**src/rtl/mmio_controller_pkg.sv**
```systemverilog
// Shared I/O window constants for the processor top, data memory and MMIO block.
package mmio_controller_pkg;

   localparam logic [3:0]  IO_NIBBLE    = 4'hF;

   localparam logic [31:0] ADDR_HEX     = 32'hF000_0000;
   localparam logic [31:0] ADDR_LEDR    = 32'hF000_0004;
   localparam logic [31:0] ADDR_LEDG    = 32'hF000_0008;
   localparam logic [31:0] ADDR_KEY     = 32'hF000_0010;
   localparam logic [31:0] ADDR_SW      = 32'hF000_0014;
   localparam logic [31:0] ADDR_KEYEDGE = 32'hF000_0018;

endpackage

```
**src/rtl/input_debouncer.sv**
```systemverilog
// Two-flop synchroniser followed by a per-bit stable-value debouncer.
// rise flags the edge on which a stable bit is about to go 0 -> 1.
module input_debouncer #(
   parameter int   WIDTH           = 4,
   parameter int   DEBOUNCE_CYCLES = 4,
   parameter logic SYNC_INIT       = 1'b0,
   parameter logic INVERT          = 1'b0
) (
   input  logic             clk,
   input  logic             reset,
   input  logic [WIDTH-1:0] raw,
   output logic [WIDTH-1:0] stable,
   output logic [WIDTH-1:0] rise
);

   localparam int CW = (DEBOUNCE_CYCLES > 2) ? $clog2(DEBOUNCE_CYCLES) : 1;
   localparam logic [CW-1:0] TERM = CW'(DEBOUNCE_CYCLES - 1);

   logic [WIDTH-1:0] sync1;
   logic [WIDTH-1:0] sync2;
   logic [WIDTH-1:0] sample;
   logic [WIDTH-1:0] done;
   logic [CW-1:0]    cnt [WIDTH];

   // Inversion happens after the synchroniser so the flops keep the raw reset level.
   assign sample = sync2 ^ {WIDTH{INVERT}};
   assign rise   = done & ~stable;

   always_comb begin
      done = '0;
      for (int i = 0; i < WIDTH; i++)
         done[i] = (sample[i] != stable[i]) && (cnt[i] == TERM);
   end

   always_ff @(posedge clk) begin
      if (!reset) begin
         sync1  <= {WIDTH{SYNC_INIT}};
         sync2  <= {WIDTH{SYNC_INIT}};
         stable <= '0;
         for (int i = 0; i < WIDTH; i++)
            cnt[i] <= '0;
      end else begin
         sync1 <= raw;
         sync2 <= sync1;
         for (int i = 0; i < WIDTH; i++) begin
            if (sample[i] == stable[i]) begin
               cnt[i] <= '0;
            end else if (done[i]) begin
               stable[i] <= ~stable[i];
               cnt[i]    <= '0;
            end else begin
               cnt[i] <= cnt[i] + 1'b1;
            end
         end
      end
   end

endmodule

```
**src/rtl/mmio_controller.sv**
```systemverilog
// I/O window decode, LED/HEX output registers, sticky key-press capture and
// combinational read-back for the processor data-memory port.
module mmio_controller
   import mmio_controller_pkg::*;
#(
   parameter int DBITS           = 32,
   parameter int DEBOUNCE_CYCLES = 100000
) (
   input  logic             clk,
   input  logic             reset,
   input  logic [DBITS-1:0] addr,
   input  logic             wrtEn,
   input  logic [DBITS-1:0] dIn,
   output logic [DBITS-1:0] dOut,
   output logic             isIo,
   input  logic [3:0]       key_raw,
   input  logic [9:0]       sw_raw,
   output logic [9:0]       ledr,
   output logic [7:0]       ledg,
   output logic [15:0]      hex
);

   logic [DBITS-1:0] addr_word;
   logic [3:0]       key;
   logic [3:0]       key_rise;
   logic [9:0]       sw;
   logic [9:0]       sw_rise_unused;
   logic [3:0]       keyedge;
   logic             io_wr;
   logic             unused_bits;

   assign addr_word   = {addr[DBITS-1:2], 2'b00};
   assign isIo        = (addr[DBITS-1 -: 4] == IO_NIBBLE);
   assign io_wr       = wrtEn && isIo;
   assign unused_bits = ^{dIn[DBITS-1:16], addr[1:0], sw_rise_unused};

   input_debouncer #(
      .WIDTH(4), .DEBOUNCE_CYCLES(DEBOUNCE_CYCLES), .SYNC_INIT(1'b1), .INVERT(1'b1)
   ) u_key_db (
      .clk(clk), .reset(reset), .raw(key_raw), .stable(key), .rise(key_rise)
   );

   input_debouncer #(
      .WIDTH(10), .DEBOUNCE_CYCLES(DEBOUNCE_CYCLES), .SYNC_INIT(1'b0), .INVERT(1'b0)
   ) u_sw_db (
      .clk(clk), .reset(reset), .raw(sw_raw), .stable(sw), .rise(sw_rise_unused)
   );

   always_ff @(posedge clk) begin
      if (!reset) begin
         hex     <= '0;
         ledr    <= '0;
         ledg    <= '0;
         keyedge <= '0;
      end else begin
         if (io_wr && addr_word == DBITS'(ADDR_HEX))  hex  <= dIn[15:0];
         if (io_wr && addr_word == DBITS'(ADDR_LEDR)) ledr <= dIn[9:0];
         if (io_wr && addr_word == DBITS'(ADDR_LEDG)) ledg <= dIn[7:0];
         // A press landing on the same edge as a clear must survive.
         if (io_wr && addr_word == DBITS'(ADDR_KEYEDGE))
            keyedge <= (keyedge & ~dIn[3:0]) | key_rise;
         else
            keyedge <= keyedge | key_rise;
      end
   end

   always_comb begin
      dOut = '0;
      if (isIo) begin
         case (addr_word)
            DBITS'(ADDR_HEX):     dOut = DBITS'(hex);
            DBITS'(ADDR_LEDR):    dOut = DBITS'(ledr);
            DBITS'(ADDR_LEDG):    dOut = DBITS'(ledg);
            DBITS'(ADDR_KEY):     dOut = DBITS'(key);
            DBITS'(ADDR_SW):      dOut = DBITS'(sw);
            DBITS'(ADDR_KEYEDGE): dOut = DBITS'(keyedge);
            default:              dOut = '0;
         endcase
      end
   end

endmodule

```
**config.mk**
```make
export PLATFORM = sky130hd
export DESIGN_NAME = mmio_controller
export DESIGN_NICKNAME = d
export VERILOG_FILES = /design/src/rtl/mmio_controller_pkg.sv /design/src/rtl/input_debouncer.sv /design/src/rtl/mmio_controller.sv
export SDC_FILE = /design/constraint.sdc
export NUM_CORES = 1
export LEC_CHECK = 0
export CAP_MARGIN = 10
export CORE_AREA = 2 2 274 208
export CTS_CLUSTER_SIZE = 28
export DETAILED_ROUTE_END_ITERATION = 7
export DIE_AREA = 0 0 276 210
export PLACE_DENSITY_LB_ADDON = 0.05
export SYNTH_ARGS = -nofsm -noshare
export SYNTH_HDL_FRONTEND = slang
export SYNTH_SLANG_ARGS = --single-unit
```
**constraint.sdc**
```tcl
create_clock -name clk -period 2.4 [get_ports clk]
set_input_delay 0.24 -clock clk [delete_from_list [all_inputs] [get_ports clk]]
set_output_delay 0.24 -clock clk [all_outputs]
set_load 0.01 [all_outputs]
```
After elaboration in Yosys (flattened, before gate mapping)

Memories as Yosys holds them, arrays and structs flattened.
Index checks and enable logic that the tools add are counted.

$add $sub $neg: 14
Order comparisons: 0
Shift-type cells: 0
Reductions and logical operators: 33
Multipliers: 0
Equal/unequal tests: 49
Divide/modulo/power cells: 0
Bitwise operators: 77
Multiplexer cells: 200

Operator list:

| cell                  | number |
|---|---|
| $mux 17               | 42 |
| $add 17x1->17 const B | 14 |
| $eq 17x17->1 const B  | 14 |
| $eq 30x30->1 const B  | 6 |
| $mux 1                | 155 |
| $pmux 16 s6           | 1 |
| $or 1x1->1            | 42 |
| $not 1->1             | 28 |
| $reduce_and 2->1      | 14 |
| $logic_and 1x1->1     | 19 |
| $mux 16               | 1 |
| $eq 1x1->1            | 14 |
| $ne 1x1->1            | 14 |
| $not 4->4             | 3 |
| $and 4x4->4           | 2 |
| $or 4x4->4            | 2 |
| $eq 4x4->1 const B    | 1 |
| $mux 4                | 1 |

Logic and storage cells: 397
Memories: 2
Output and inout port bits: 67
Bits in read-only memories: 0
Bits in writable memories: 238
Bits in latches: 0
Register bits: 80

Memories:

| memory       | words | width | rd ports | clocked after memory_dff | write ports | RTL line              | text |
|---|---|---|---|---|---|---|---|
| u_sw_db.cnt  | 10    | 17    | 10       | 0                        | 10          | input_debouncer.sv:23 | `logic [CW-1:0] cnt [WIDTH];` |
| u_key_db.cnt | 4     | 17    | 4        | 0                        | 4           | input_debouncer.sv:23 |  |

Logic depth before layout (Yosys ltp)

Depth after elaboration: 9
Gate-level depth with buffers: 7
Gate-level depth less buffers: 5

Modules after synthesis

Synthesis repeated with hierarchy kept, for this count alone.

Cells, all modules: 1,645
Area total of the unflattened synthesis: 16,982.5 µm²

By module, submodules not included:

| module                      | times used | cells each | area an instance (µm²) |
|---|---|---|---|
| input_debouncer at u_sw_db  | 1          | 1,001      | 10,552.6 |
| input_debouncer at u_key_db | 1          | 400        | 4,220.3 |
| mmio_controller             | 1          | 244        | 2,209.6 |

Worst setup path before layout

OpenSTA, ideal clock, no wires.

Path kind: flip-flop to flip-flop
Start point: mem u_key_db.cnt[3][13] in the netlist's numbering
End point: mem u_key_db.cnt[3][8] in the netlist's numbering, data pin
Library setup time: 0.254 ns
Cell stages (with the launch flop): 7
Arrival time: 1.799 ns
Required time: 2.146 ns
Path slack: 0.346 ns
Buffers on the path: 2
Cell sequence: edfxtp_1 -> or4_1 -> nor4_2 -> or3_1 -> buf_2 -> buf_4 -> nor2_1

RTL lines:

| item            | RTL line |
|---|---|
| start, declared | input_debouncer.sv:23 |

Worst setup path in the final report

Start point: in addr[11]
End point: out dOut[5]

Longest elaborated chain between the ends: 3
Elaborated cells on any way between the ends: 8

Ends and longest elaborated chain:

| item            | RTL line              | text |
|---|---|---|
| start, declared | mmio_controller.sv:11 | `input logic [DBITS-1:0] addr,` |
| $eq 30x30->1    | mmio_controller.sv:70 | `case (addr_word)` |
| $pmux 16 s6 *   | mmio_controller.sv:70 |  |
| $mux 16 *       | mmio_controller.sv:69 | `if (isIo) begin` |
| end, declared   | mmio_controller.sv:14 | `output logic [DBITS-1:0] dOut,` |

Mark *: on every way between the ends. The rest lies on a longest branch, timed or not.

==> reports/qor.yml <==
outcome:
  status: "complete, but fails checks"
  violations: "DRC"
clock_network:
  clk_latency_ps: 550
  ctsHoldBuffers: 0
  cts_tree: "built"
  clk_pin_slew_ps: 50
  clock_sinks: 318
  cts_buffers: 39
  cts_buffer_depth: 3
  cts_root_buffer: "clkbuf_16"
  htree_levels: 2
timing:
  worst-slew-pin-transition_ps: 653
  whs_ps: 193
  finalCritPeriodShare_pct: 96.8
  hold_violations: 0
  setup_tns_ps: 0
  fmaxAchievable_ghz: 0.430
  final.setup_skew_ps: 14.7
  fin_crit_ps: 2320
  finalMaxSlewViolations: 0
  setup_violations: 0
  relSlewSlack_pct: 56.1
detailed_routing:
  vias: 12400
  drc_errors: 6
  routed_wl_um: 40300
  wl_per_cell_um: 14.6
  drt_iter0_drc: 671
  first_pass_iters: 6
  final_antenna_net_count: 0
  vias_per_cell: 4.50
global_route:
  antenna_found_initial: 2
  grt_pass1_vias: 11800
  overflow: 0
  use_met3_pct: 2.79
  grt_start_max_net_pins: 53
  grt_use_met1_pct: 21.1
  track_usage_pct: 14.0
  busiest_layer: "met1"
  grt_pass1_wl_um: 65100
  use_met2_pct: 20.4
setup_path:
  critPathMaxFanout: 6
  startpoint: "addr[11]"
  arrival_ps: 2080
  worstPathRequired_ps: 2160
  r2r_start: "u_sw_db.cnt[0][90]"
  reg2regPathDepth: 6
  path_cells: "clkdlybuf4s50_1, nor4_2, nand4_1, buf_6, buf_4, nor4_1, a221o_1, buf_2"
  r2r_slack_ps: 240
  criticalPathCategory: "in2out"
  cp_slowest_cell: "clkdlybuf4s50_1"
  timing.rr.end: "u_sw_db.cnt[0][87]"
  critPathMaxStageDelay_ps: 420
  cp-end-kind: "output pin"
  worstSetupStartpointType: "primary input"
logic_synthesis:
  postSynthCellCount: 1583
  synthArstFlopShare_pct: 0
  synth_warnings: 0
  yosysUniqueCellTypes: 53
  synth_area_per_cell_um2: 10.4
  ys_seq_area_share_pct: 53.1
  synth-main-ff-cell: "edfxtp_1"
  syn_area_um2: 16500
  synth_seq_cells: 318
  synth_edf_count: 238
layout:
  multiInputGateArea_um2: 8200
  layout_common_cells: "conb_1, edfxtp_1, nor2_1"
  drive_gt1_share_pct: 9.14
  final-seq-area_um2: 8750
  final_common_cell: "conb_1"
  final_nets: 2088
  syn2layout_area_growth_pct: 28.1
  nFillCells: 5644
power_and_ir_drop:
  p_leak_nw: 7.70
  p_per_area_nw_per_um2: 609
  ir_drop_uv: 392
placement:
  dp_hpwl_um: 29400
  numPortBuffers: 113
  gp_routability_congestion: 0.764
floorplan:
  floorplan.die.height_um: 210
  die_x_um: 276
  dieArea_um2: 58000
  start_util_pct: 29.8
  core_um2: 55400
  boundaryPins: 148
  rows: 75
min_path:
  min_from: "reset"
  min_path_type: "in2reg"
  min_to: "u_key_db.sync2[1]"
  hold_depth: 3
job:
  drv_cap: 0
[cell usage after synthesis, types with 2 or more instances]
cell type	n	share of area (%)
xnor2_1	94	5.0
nand4b_1	2	0.11
buf_2	11	0.33
o21ai_0	33	1.0
o211ai_2	2	0.15
nor4_1	48	1.8
nor4bb_1	12	0.73
nor3_1	28	0.85
buf_1	5	0.11
or2_2	8	0.30
nor4b_1	7	0.37
nand4_1	81	3.1
o211ai_1	4	0.18
clkbuf_1	31	0.71
nor2b_1	2	0.076
mux2i_1	42	2.6
nor3b_1	6	0.27
dfxtp_1	80	9.7
and4_1	25	1.3
nor4_4	2	0.26
nor2_1	223	5.1
inv_1	51	1.2
buf_4	20	0.91
or4bb_1	2	0.14
edfxtp_1	238	43
and4b_1	2	0.12
nand3_1	86	2.6
xor2_1	92	4.9
or4_1	20	0.91
nand2_1	118	2.7
mux4_2	4	0.55
or3_1	41	1.6
o31ai_1	15	0.68
and2_1	32	1.2
nor4_2	3	0.23
a21oi_1	49	1.5
and3_1	16	0.61
a221o_1	10	0.61
nand2b_1	9	0.34
ha_1	14	1.1
buf_6	2	0.14
conb_1	2	0.046
[kinds of logic (layout without fill, tap and decap cells)]
| group | Yosys count | in the layout | share of synthesized area (%) |
|---|---|---|---|
| xor gates and xnor gates | 186 | 186 | 9.89 |
| muxes | 46 | 46 | 3.10 |
| buffers and inverters | 122 | 310 | 3.52 |
| AOI/OAI and AO/OA | 117 | 117 | 4.32 |
| other | 2 | 255 | 0.0456 |
| DFF | 318 | 318 | 53.1 |
| adders and majority gates | 14 | 14 | 1.06 |
| and+or+nand+nor | 778 | 778 | 25.0 |
[sequential cells by signal, indices dropped and copies added (netlist names)]
signal and count:
u_sw_db.sample 10, u_sw_db.cnt 170, u_key_db.stable 4, ledr 10, hex 16, u_key_db.sync1 4
u_key_db.cnt 68, u_sw_db.stable 10, keyedge 4, u_sw_db.sync1 10, ledg 8, u_key_db.sync2 4
[critical path: cells and delay by family]
family,cells,cell delay (ps)
buffers and inverters,4,900
AND/OR/NAND/NOR,3,690
AO/OA/AOI/OAI,1,240
[metrics by stage]
stage	instances	instance area [um2]	power, mW	setup slack, ps	utilization [%]
floorplan	1835	17400	6.77	346	-
global placement	2677	19700	7.05	-548	35.6
detailed placement	2677	19700	7.06	-578	35.6
CTS	2753	21000	13.1	0.446	38.0
global route	2754	21100	13.4	-0.699	38.1
finish	2755	21100	12.9	76.8	38.1
[worst max path at each step]
stage	end	slack [ps]	cells after the start
final	dOut[5]	80	8
after global placement	dOut[3]	-550	8
after floorplan	u_key_db.cnt[3][8]	350	6
after global routing	dOut[3]	-0.7	9
after detailed placement	dOut[2]	-580	8
after CTS	dOut[12]	0.4	9
[timing repair]
action | in CTS | in global routing
hold endpoints to repair | 0 | 0
pin swaps | 15 | 13
setup buffers | 5 | 1
gates resized for setup | 78 | 29
endpoints found under the setup margin | 16 | 16
[report_power, final]
part	leakage, nW	internal, mW	switching [mW]
registers	3.11	6.11	0.211
logic	3.96	0.291	0.340
clock network	0.632	3.56	2.35
[routing by layer]
layer	part of all wire, %	vias up	wire [um]
li1	-	6364	-
met1	53	5835	21400
met2	41	149	16600
met3	4.2	47	1700
met4	1.7	0	677
met5	0	-	0
[layout make-up]
type	count	share of cell area (%)
Clock buffer	62	5.76
Clock inverter	9	0.308
Inverter	51	0.907
Tap cell	731	4.33
Multi-Input combinational cell	1395	38.8
Antenna cell	1	0.0119
Timing Repair Buffer	188	8.39
Sequential cell	318	41.5
Note: power is estimated with default switching activity, not from simulation.
